===== src/rtl/multicycle_control_unit_if.sv =====
// multicycle_control_unit_if: sequencer inputs, datapath strobes,
// halt status and counters bundled for the control unit.
interface multicycle_control_unit_if #(
  parameter int WORDSIZE = 64
);
  logic [6:0]          opcode;
  logic                mem_ready;
  logic                step_mode;
  logic                step;
  logic                fetch;
  logic                decode;
  logic                execute;
  logic                mem_access;
  logic                writeback;
  logic                rf_write_en;
  logic                dm_write_en;
  logic                pc_write_en;
  logic                finished;
  logic [1:0]          halt_cause;
  logic [WORDSIZE-1:0] cycle_count;
  logic [WORDSIZE-1:0] instret;

  modport master (
    output opcode, mem_ready, step_mode, step,
    input  fetch, decode, execute, mem_access, writeback,
    input  rf_write_en, dm_write_en, pc_write_en,
    input  finished, halt_cause, cycle_count, instret
  );

  modport slave (
    input  opcode, mem_ready, step_mode, step,
    output fetch, decode, execute, mem_access, writeback,
    output rf_write_en, dm_write_en, pc_write_en,
    output finished, halt_cause, cycle_count, instret
  );
endinterface


===== src/rtl/multicycle_control_unit.sv =====
// multicycle_control_unit: F/D/E/M/W sequencer with step pause, halt,
// memory-wait timeout and cycle/instret counters.
module multicycle_control_unit #(
  parameter int WORDSIZE         = 64,
  parameter int INSTRUCTION_SIZE = 32,
  parameter int MEM_TIMEOUT      = 15
) (
  input logic clk,
  input logic rst_n,
  multicycle_control_unit_if.slave bus
);
  localparam int OPC_W =
    (INSTRUCTION_SIZE < 7) ? INSTRUCTION_SIZE : 7;
  localparam int WW =
    (MEM_TIMEOUT < 2) ? 1 : $clog2(MEM_TIMEOUT + 1);
  localparam logic [WW-1:0] TO_VAL = WW'(MEM_TIMEOUT);
  localparam bit TO_EN = (MEM_TIMEOUT != 0);

  localparam logic [6:0] OP_LOAD   = 7'b0000011;
  localparam logic [6:0] OP_STORE  = 7'b0100011;
  localparam logic [6:0] OP_IMM    = 7'b0010011;
  localparam logic [6:0] OP_OP     = 7'b0110011;
  localparam logic [6:0] OP_IMM32  = 7'b0011011;
  localparam logic [6:0] OP_OP32   = 7'b0111011;
  localparam logic [6:0] OP_LUI    = 7'b0110111;
  localparam logic [6:0] OP_AUIPC  = 7'b0010111;
  localparam logic [6:0] OP_JAL    = 7'b1101111;
  localparam logic [6:0] OP_JALR   = 7'b1100111;
  localparam logic [6:0] OP_BRANCH = 7'b1100011;
  localparam logic [6:0] OP_SYSTEM = 7'b1110011;

  typedef enum logic [2:0] {
    S_FETCH,
    S_DECODE,
    S_EXEC,
    S_MEM,
    S_WB,
    S_PAUSE,
    S_HALT
  } state_t;

  state_t              r_state;
  state_t              w_next;
  logic [1:0]          r_cause;
  logic [1:0]          w_cause;
  logic [WW-1:0]       r_wait;
  logic [WW-1:0]       w_wait_inc;
  logic                w_waiting;
  logic                w_timeout;
  logic [WORDSIZE-1:0] r_cycle;
  logic [WORDSIZE-1:0] r_instret;
  logic [OPC_W-1:0]    r_opc;
  logic                r_is_mem;
  logic                w_is_mem;
  logic                w_is_alu;
  logic                w_is_sys;
  logic                w_r_store;
  logic                w_r_norf;
  logic                r_fetch;
  logic                r_decode;
  logic                r_exec;
  logic                r_mem;
  logic                r_wb;
  logic                r_rf_we;
  logic                r_dm_we;
  logic                r_pc_we;
  logic                r_fin;

  assign w_wait_inc = r_wait + 1'b1;
  assign w_waiting  = ((r_state == S_FETCH) ||
                       (r_state == S_MEM)) &&
                      !bus.mem_ready;
  assign w_timeout  = TO_EN && (w_wait_inc == TO_VAL);

  assign w_r_store = (r_opc == OPC_W'(OP_STORE));
  assign w_r_norf  = w_r_store ||
                     (r_opc == OPC_W'(OP_BRANCH));

  // classify the live opcode; only consumed while in DECODE
  always_comb begin
    w_is_mem = (bus.opcode == OP_LOAD) ||
               (bus.opcode == OP_STORE);
    w_is_alu = (bus.opcode == OP_IMM)   ||
               (bus.opcode == OP_OP)    ||
               (bus.opcode == OP_IMM32) ||
               (bus.opcode == OP_OP32)  ||
               (bus.opcode == OP_LUI)   ||
               (bus.opcode == OP_AUIPC) ||
               (bus.opcode == OP_JAL)   ||
               (bus.opcode == OP_JALR)  ||
               (bus.opcode == OP_BRANCH);
    w_is_sys = (bus.opcode == OP_SYSTEM);
  end

  // next state and halt cause; mem_ready beats timeout
  always_comb begin
    w_next  = r_state;
    w_cause = r_cause;
    unique case (r_state)
      S_FETCH: begin
        if (bus.mem_ready) begin
          w_next = S_DECODE;
        end else if (w_timeout) begin
          w_next  = S_HALT;
          w_cause = 2'b11;
        end
      end
      S_DECODE: begin
        if (w_is_mem || w_is_alu) begin
          w_next = S_EXEC;
        end else if (w_is_sys) begin
          w_next  = S_HALT;
          w_cause = 2'b01;
        end else begin
          w_next  = S_HALT;
          w_cause = 2'b10;
        end
      end
      S_EXEC: w_next = r_is_mem ? S_MEM : S_WB;
      S_MEM: begin
        if (bus.mem_ready) begin
          w_next = S_WB;
        end else if (w_timeout) begin
          w_next  = S_HALT;
          w_cause = 2'b11;
        end
      end
      S_WB: begin
        w_next = bus.step_mode ? S_PAUSE : S_FETCH;
      end
      S_PAUSE: begin
        if (bus.step || !bus.step_mode) begin
          w_next = S_FETCH;
        end
      end
      S_HALT:  w_next = S_HALT;
      default: w_next = S_HALT;
    endcase
  end

  // state, counters, latched decode and registered strobes
  always_ff @(posedge clk) begin
    if (!rst_n) begin
      r_state   <= S_FETCH;
      r_cause   <= 2'b00;
      r_wait    <= '0;
      r_cycle   <= '0;
      r_instret <= '0;
      r_opc     <= '0;
      r_is_mem  <= 1'b0;
      r_fetch   <= 1'b1;
      r_decode  <= 1'b0;
      r_exec    <= 1'b0;
      r_mem     <= 1'b0;
      r_wb      <= 1'b0;
      r_rf_we   <= 1'b0;
      r_dm_we   <= 1'b0;
      r_pc_we   <= 1'b0;
      r_fin     <= 1'b0;
    end else begin
      r_state <= w_next;
      r_cause <= w_cause;
      if (r_state != S_HALT) begin
        r_cycle <= r_cycle + 1'b1;
      end
      if (r_state == S_WB) begin
        r_instret <= r_instret + 1'b1;
      end
      if (w_waiting) begin
        r_wait <= w_wait_inc;
      end else begin
        r_wait <= '0;
      end
      if (r_state == S_DECODE) begin
        r_opc    <= bus.opcode[OPC_W-1:0];
        r_is_mem <= w_is_mem;
      end
      r_fetch  <= (w_next == S_FETCH);
      r_decode <= (w_next == S_DECODE);
      r_exec   <= (w_next == S_EXEC);
      r_mem    <= (w_next == S_MEM);
      r_wb     <= (w_next == S_WB);
      r_rf_we  <= (w_next == S_WB) && !w_r_norf;
      r_dm_we  <= (w_next == S_MEM) && w_r_store;
      r_pc_we  <= (w_next == S_WB);
      r_fin    <= (w_next == S_HALT);
    end
  end

  assign bus.fetch       = r_fetch;
  assign bus.decode      = r_decode;
  assign bus.execute     = r_exec;
  assign bus.mem_access  = r_mem;
  assign bus.writeback   = r_wb;
  assign bus.rf_write_en = r_rf_we;
  assign bus.dm_write_en = r_dm_we;
  assign bus.pc_write_en = r_pc_we;
  assign bus.finished    = r_fin;
  assign bus.halt_cause  = r_cause;
  assign bus.cycle_count = r_cycle;
  assign bus.instret     = r_instret;
endmodule

===== src/flat_wrapper.sv =====
// flat-port wrapper written by rule: the top's interface ports become plain ports
module multicycle_control_unit_flat 
#(
  parameter int WORDSIZE         = 64,
  parameter int INSTRUCTION_SIZE = 32,
  parameter int MEM_TIMEOUT      = 15
)
  (clk, rst_n, bus_opcode, bus_mem_ready, bus_step_mode, bus_step, bus_fetch, bus_decode, bus_execute, bus_mem_access, bus_writeback, bus_rf_write_en, bus_dm_write_en, bus_pc_write_en, bus_finished, bus_halt_cause, bus_cycle_count, bus_instret);
  multicycle_control_unit_if #(.WORDSIZE(WORDSIZE)) bus_i ();
  input logic clk;
  input logic rst_n;
  input wire logic [$bits(bus_i.opcode)-1:0] bus_opcode;
  input wire logic [$bits(bus_i.mem_ready)-1:0] bus_mem_ready;
  input wire logic [$bits(bus_i.step_mode)-1:0] bus_step_mode;
  input wire logic [$bits(bus_i.step)-1:0] bus_step;
  output wire logic [$bits(bus_i.fetch)-1:0] bus_fetch;
  output wire logic [$bits(bus_i.decode)-1:0] bus_decode;
  output wire logic [$bits(bus_i.execute)-1:0] bus_execute;
  output wire logic [$bits(bus_i.mem_access)-1:0] bus_mem_access;
  output wire logic [$bits(bus_i.writeback)-1:0] bus_writeback;
  output wire logic [$bits(bus_i.rf_write_en)-1:0] bus_rf_write_en;
  output wire logic [$bits(bus_i.dm_write_en)-1:0] bus_dm_write_en;
  output wire logic [$bits(bus_i.pc_write_en)-1:0] bus_pc_write_en;
  output wire logic [$bits(bus_i.finished)-1:0] bus_finished;
  output wire logic [$bits(bus_i.halt_cause)-1:0] bus_halt_cause;
  output wire logic [$bits(bus_i.cycle_count)-1:0] bus_cycle_count;
  output wire logic [$bits(bus_i.instret)-1:0] bus_instret;
  assign bus_i.opcode = bus_opcode;
  assign bus_i.mem_ready = bus_mem_ready;
  assign bus_i.step_mode = bus_step_mode;
  assign bus_i.step = bus_step;
  assign bus_fetch = bus_i.fetch;
  assign bus_decode = bus_i.decode;
  assign bus_execute = bus_i.execute;
  assign bus_mem_access = bus_i.mem_access;
  assign bus_writeback = bus_i.writeback;
  assign bus_rf_write_en = bus_i.rf_write_en;
  assign bus_dm_write_en = bus_i.dm_write_en;
  assign bus_pc_write_en = bus_i.pc_write_en;
  assign bus_finished = bus_i.finished;
  assign bus_halt_cause = bus_i.halt_cause;
  assign bus_cycle_count = bus_i.cycle_count;
  assign bus_instret = bus_i.instret;
  multicycle_control_unit #(.WORDSIZE(WORDSIZE), .INSTRUCTION_SIZE(INSTRUCTION_SIZE), .MEM_TIMEOUT(MEM_TIMEOUT)) u_core (.clk(clk), .rst_n(rst_n), .bus(bus_i));
endmodule

===== config.mk =====
export PLATFORM = sky130hd
export DESIGN_NAME = multicycle_control_unit_flat
export DESIGN_NICKNAME = d
export VERILOG_FILES = /design/src/rtl/multicycle_control_unit_if.sv /design/src/rtl/multicycle_control_unit.sv /design/src/flat_wrapper.sv
export SDC_FILE = /design/constraint.sdc
export NUM_CORES = 1
export LEC_CHECK = 0
export ABC_AREA = 1
export ABC_CLOCK_PERIOD_IN_PS = 2460
export CORE_AREA = 3 3 132 134
export CTS_CLUSTER_DIAMETER = 100
export DETAILED_ROUTE_END_ITERATION = 8
export DIE_AREA = 0 0 135 137
export PLACE_DENSITY = 0.82
export SLEW_MARGIN = 20
export SYNTH_ARGS = -nofsm -noshare
export SYNTH_HDL_FRONTEND = slang
export SYNTH_SLANG_ARGS = --single-unit

===== constraint.sdc =====
create_clock -name clk -period 2.46 [get_ports clk]
set_clock_uncertainty 0.15 [all_clocks]
set_input_delay 0.369 -clock clk [delete_from_list [all_inputs] [get_ports clk]]
set_output_delay 0.369 -clock clk [all_outputs]
set_load 0.05 [all_outputs]

==> impl_metrics.py <==
metrics = {
    "yosys": {
        "synth_area_per_cell_um2": 6.27,
        "synth_seq_cells": 153,
        "synth_largest_area_cell": "dfxtp_1",
        "syn_nets": 1423,
        "ys_seq_area_share_pct": 34.7,
        "ys_types": 47,
        "synthTopCellsByArea": "dfxtp_1, nand2_1, nor2_1",
        "yosys.area.top_type_share_pct": 34.7,
        "syn_inst": 1407,
        "synth_edf_count": 0,
        "synthFlopType": "dfxtp_1",
        "yosysWarnings": 0,
        "async_reset_ff_share_pct": 0,
        "synth_area_mm2": 0.00882,
    },
    "power_and_ir_drop": {
        "swShare_pct": 31.2,
        "power.density_mw_per_mm2": 605,
        "switching_power_mw": 2.10,
        "p_leak_nw": 4.07,
        "p_clk_share_pct": 39.6,
        "ir_drop_mv": 0.510,
        "p_int_mw": 4.64,
        "power_frac_comb_pct": 19.0,
        "seqPwrFrac_pct": 41.4,
    },
    "clocking": {
        "clockBufferDepth": 2,
        "post_cts_resized": 0,
        "clk_latency_ns": 0.43,
        "cts_tree": "yes",
        "clk_pin_slew_ns": 0.06,
        "cts_hold_buf": 0,
        "htreeDepth": 4,
        "numCtsBuffers": 17,
        "cts_sinks": 153,
        "cts_setup_buffers": 0,
        "cts_root_buffer": "clkbuf_16",
    },
    "critical_path": {
        "critical_path.slowest_cell": "clkdlybuf4s50_1",
        "max_stage_delay_ns": 0.88,
        "start_kind": "flop",
        "rr_worst_depth": 7,
        "path_depth": 1,
        "cp-end-kind": "output port",
        "path_cells": "clkdlybuf4s50_1",
        "critPathKind": "flop to output port",
        "critPathBufInv": 1,
        "worst_ep_required_time_ns": 1.94,
        "path_delay_family": "buffers and inverters",
        "cp_max_fo": 7,
        "cp.arrival_ns": 1.80,
    },
    "sta": {
        "finalMaxSlewViolations": 0,
        "setup_viol": 0,
        "fmax_mhz": 431,
        "finalHoldViolations": 0,
        "rsz0062_at_grt": "false",
        "max_slew_margin_pct": 60.8,
        "period_needed_ns": 2.32,
        "finalSetupTns_ns": 0,
        "whs_ns": 0.275,
        "tightest_slew_ns": 0.587,
        "finalCritPeriodShare_pct": 94.3,
    },
    "floorplanning": {
        "start_util_pct": 53.8,
        "die_y_um": 137,
        "fp.coreArea_mm2": 0.0164,
        "die_w_um": 135,
        "boundaryPins": 151,
        "fp-row-count": 47,
        "fp.dieArea_mm2": 0.0185,
    },
    "status": {
        "outcome": "finished, final reports clean",
    },
    "routing": {
        "wire_per_inst_um": 14.6,
        "drtAntennaViolNets": 0,
        "vias_per_cell": 5.36,
        "routed_wl_um": 26200,
        "drtIter0Drc": 816,
        "drt_pass1_iterations": 6,
        "drc": 0,
        "vias": 9618,
    },
    "cells_and_area": {
        "stdcell_area_mm2": 0.0112,
        "drive_gt1_share_pct": 6.61,
        "num-nets-final": 1576,
        "area_growth_pct": 26.5,
        "antennaDiodeCount": 0,
    },
    "grt": {
        "grt_overflow": 0,
        "grt_pass1_wl_um": 42000,
        "grt_max_degree": 84,
        "grt_pass1_vias": 8622,
        "track_usage_pct": 28.0,
        "antenna_found_initial": 0,
    },
    "place": {
        "hpwl_um": 19800,
        "place_area_mm2": 0.0106,
        "io_buffers": 150,
        "place.gp.congestion": 0.972,
    },
    "min_path": {
        "hp-class": "input pin to flop",
        "min_path_cells": 3,
    },
    "run": {
        "max_cap_viol_count": 0,
    },
}
[state kept, by name, indices dropped and copies added (netlist names)]
name	cells
u_core.bus.instret	64
u_core.bus.halt_cause	2
u_core.r_is_mem	1
u_core.bus.execute	1
u_core.bus.finished	1
u_core.bus.dm_write_en	1
u_core.bus.cycle_count	64
u_core.r_wait	4
u_core.bus.writeback	1
u_core.bus.mem_access	1
u_core.bus.fetch	1
u_core.r_state	3
u_core.bus.rf_write_en	1
u_core.bus.decode	1
u_core.r_opc	7
[metrics by stage]
| stage | util, % | power, mW | instances | worst slack (ns) |
|---|---|---|---|---|
| 3_5_place_dp | 64.4 | 4.11 | 1761 | 0.288 |
| 3_3_place_gp | 64.4 | 4.09 | 1761 | 0.368 |
| 5_1_grt | 68.0 | 7.00 | 1793 | 0.0385 |
| 2_1_floorplan | - | 3.77 | 1407 | 0.291 |
| 4_1_cts | 68.0 | 6.76 | 1793 | 0.148 |
| 6_report | 68.0 | 6.75 | 1793 | 0.141 |
[layout by cell type (no fill, tap or decap), drive strengths merged, types with 2 or more instances in the layout]
master           n
a211oi           2
a21oi           65
a31oi            7
and3             3
buf              6
bufinv           3
clkbuf          20
clkdlybuf4s50  149
clkinv           7
clkinvlp         3
dfxtp          153
ha               4
inv            169
nand2          391
nand3           77
nand3b           2
nand4           41
nor2           327
nor3            42
nor3b            7
nor4             3
o21a             7
o21ai           53
o21bai           2
or2              2
xnor2            5
xor2            17
[power groups by stage]
stage | logic (mW) | clock network [mW] | registers, mW
after floorplan | 0.737 | 0 | 3.04
final | 1.28 | 2.67 | 2.79
after global placement | 1.26 | 0 | 2.84
after CTS | 1.28 | 2.70 | 2.79
after global routing | 1.39 | 2.80 | 2.81
after detailed placement | 1.27 | 0 | 2.84
[worst reg2reg max path, delay by kind of cell (launching register included)]
family	cells	cell delay [ns]
and+or+nand+nor	6	1.15
DFF	1	0.69
AOI/OAI and AO/OA	1	0.20
[logic make-up after synthesis]
logic type / Yosys count / share of synthesized area (%)
and+or+nand+nor: 897 / 45.7
AOI/OAI and AO/OA: 140 / 8.52
DFF: 153 / 34.7
adders and majority gates: 4 / 0.567
buffers and inverters: 191 / 8.31
xor gates and xnor gates: 22 / 2.18
[path summary, 6_finish.rpt]
kind                              startpoint                  endpoint  slack [ns]
setup / recovery  u_core.bus.cycle_count[46]       bus_cycle_count[46]        0.14
hold / removal                         rst_n          u_core.bus.fetch        0.28
setup reg to reg           u_core.r_state[2]    u_core.bus.instret[48]        0.18
hold reg to reg     u_core.bus.halt_cause[0]  u_core.bus.halt_cause[0]        0.33
[per-layer routing]
metal	vias to the layer above	share of wire, %	GRT usage [%]
met5	-	0	0
met4	0	2.3	10.2
met2	422	47	47.2
met3	49	7.0	5.00
met1	4364	43	36.1
li1	4783	-	-
[cell usage after synthesis, types with 2 or more instances]
| master | number |
|---|---|
| a21oi_1 | 64 |
| nand4_1 | 38 |
| buf_1 | 2 |
| and3_1 | 3 |
| o21ai_1 | 3 |
| nand2_4 | 3 |
| buf_4 | 2 |
| xnor2_1 | 5 |
| nor2_2 | 11 |
| nand3_1 | 70 |
| o21ai_0 | 50 |
| a31oi_1 | 7 |
| nor3b_2 | 2 |
| nor2_4 | 16 |
| o21a_1 | 7 |
| nor3b_1 | 5 |
| nand4_2 | 3 |
| ha_1 | 4 |
| inv_1 | 163 |
| nor2_1 | 296 |
| xor2_1 | 17 |
| a211oi_1 | 2 |
| nor3_1 | 37 |
| clkbuf_1 | 15 |
| nand3_2 | 6 |
| inv_2 | 6 |
| nor4_1 | 3 |
| nor3_2 | 5 |
| nand2_2 | 9 |
| nand2_1 | 379 |
| nand3b_1 | 2 |
| dfxtp_1 | 153 |
| nor2_8 | 4 |
| o21bai_1 | 2 |
[cell type report]
class | count | area, um2
Timing Repair Buffer | 155 | 1560
Multi-Input combinational cell | 1063 | 5030
Sequential cell | 153 | 3060
Fill cell | 1410 | 5250
Inverter | 170 | 638
Clock inverter | 12 | 150
Clock buffer | 20 | 447
Tap cell | 220 | 275
Power figures use the tool's default switching activity.
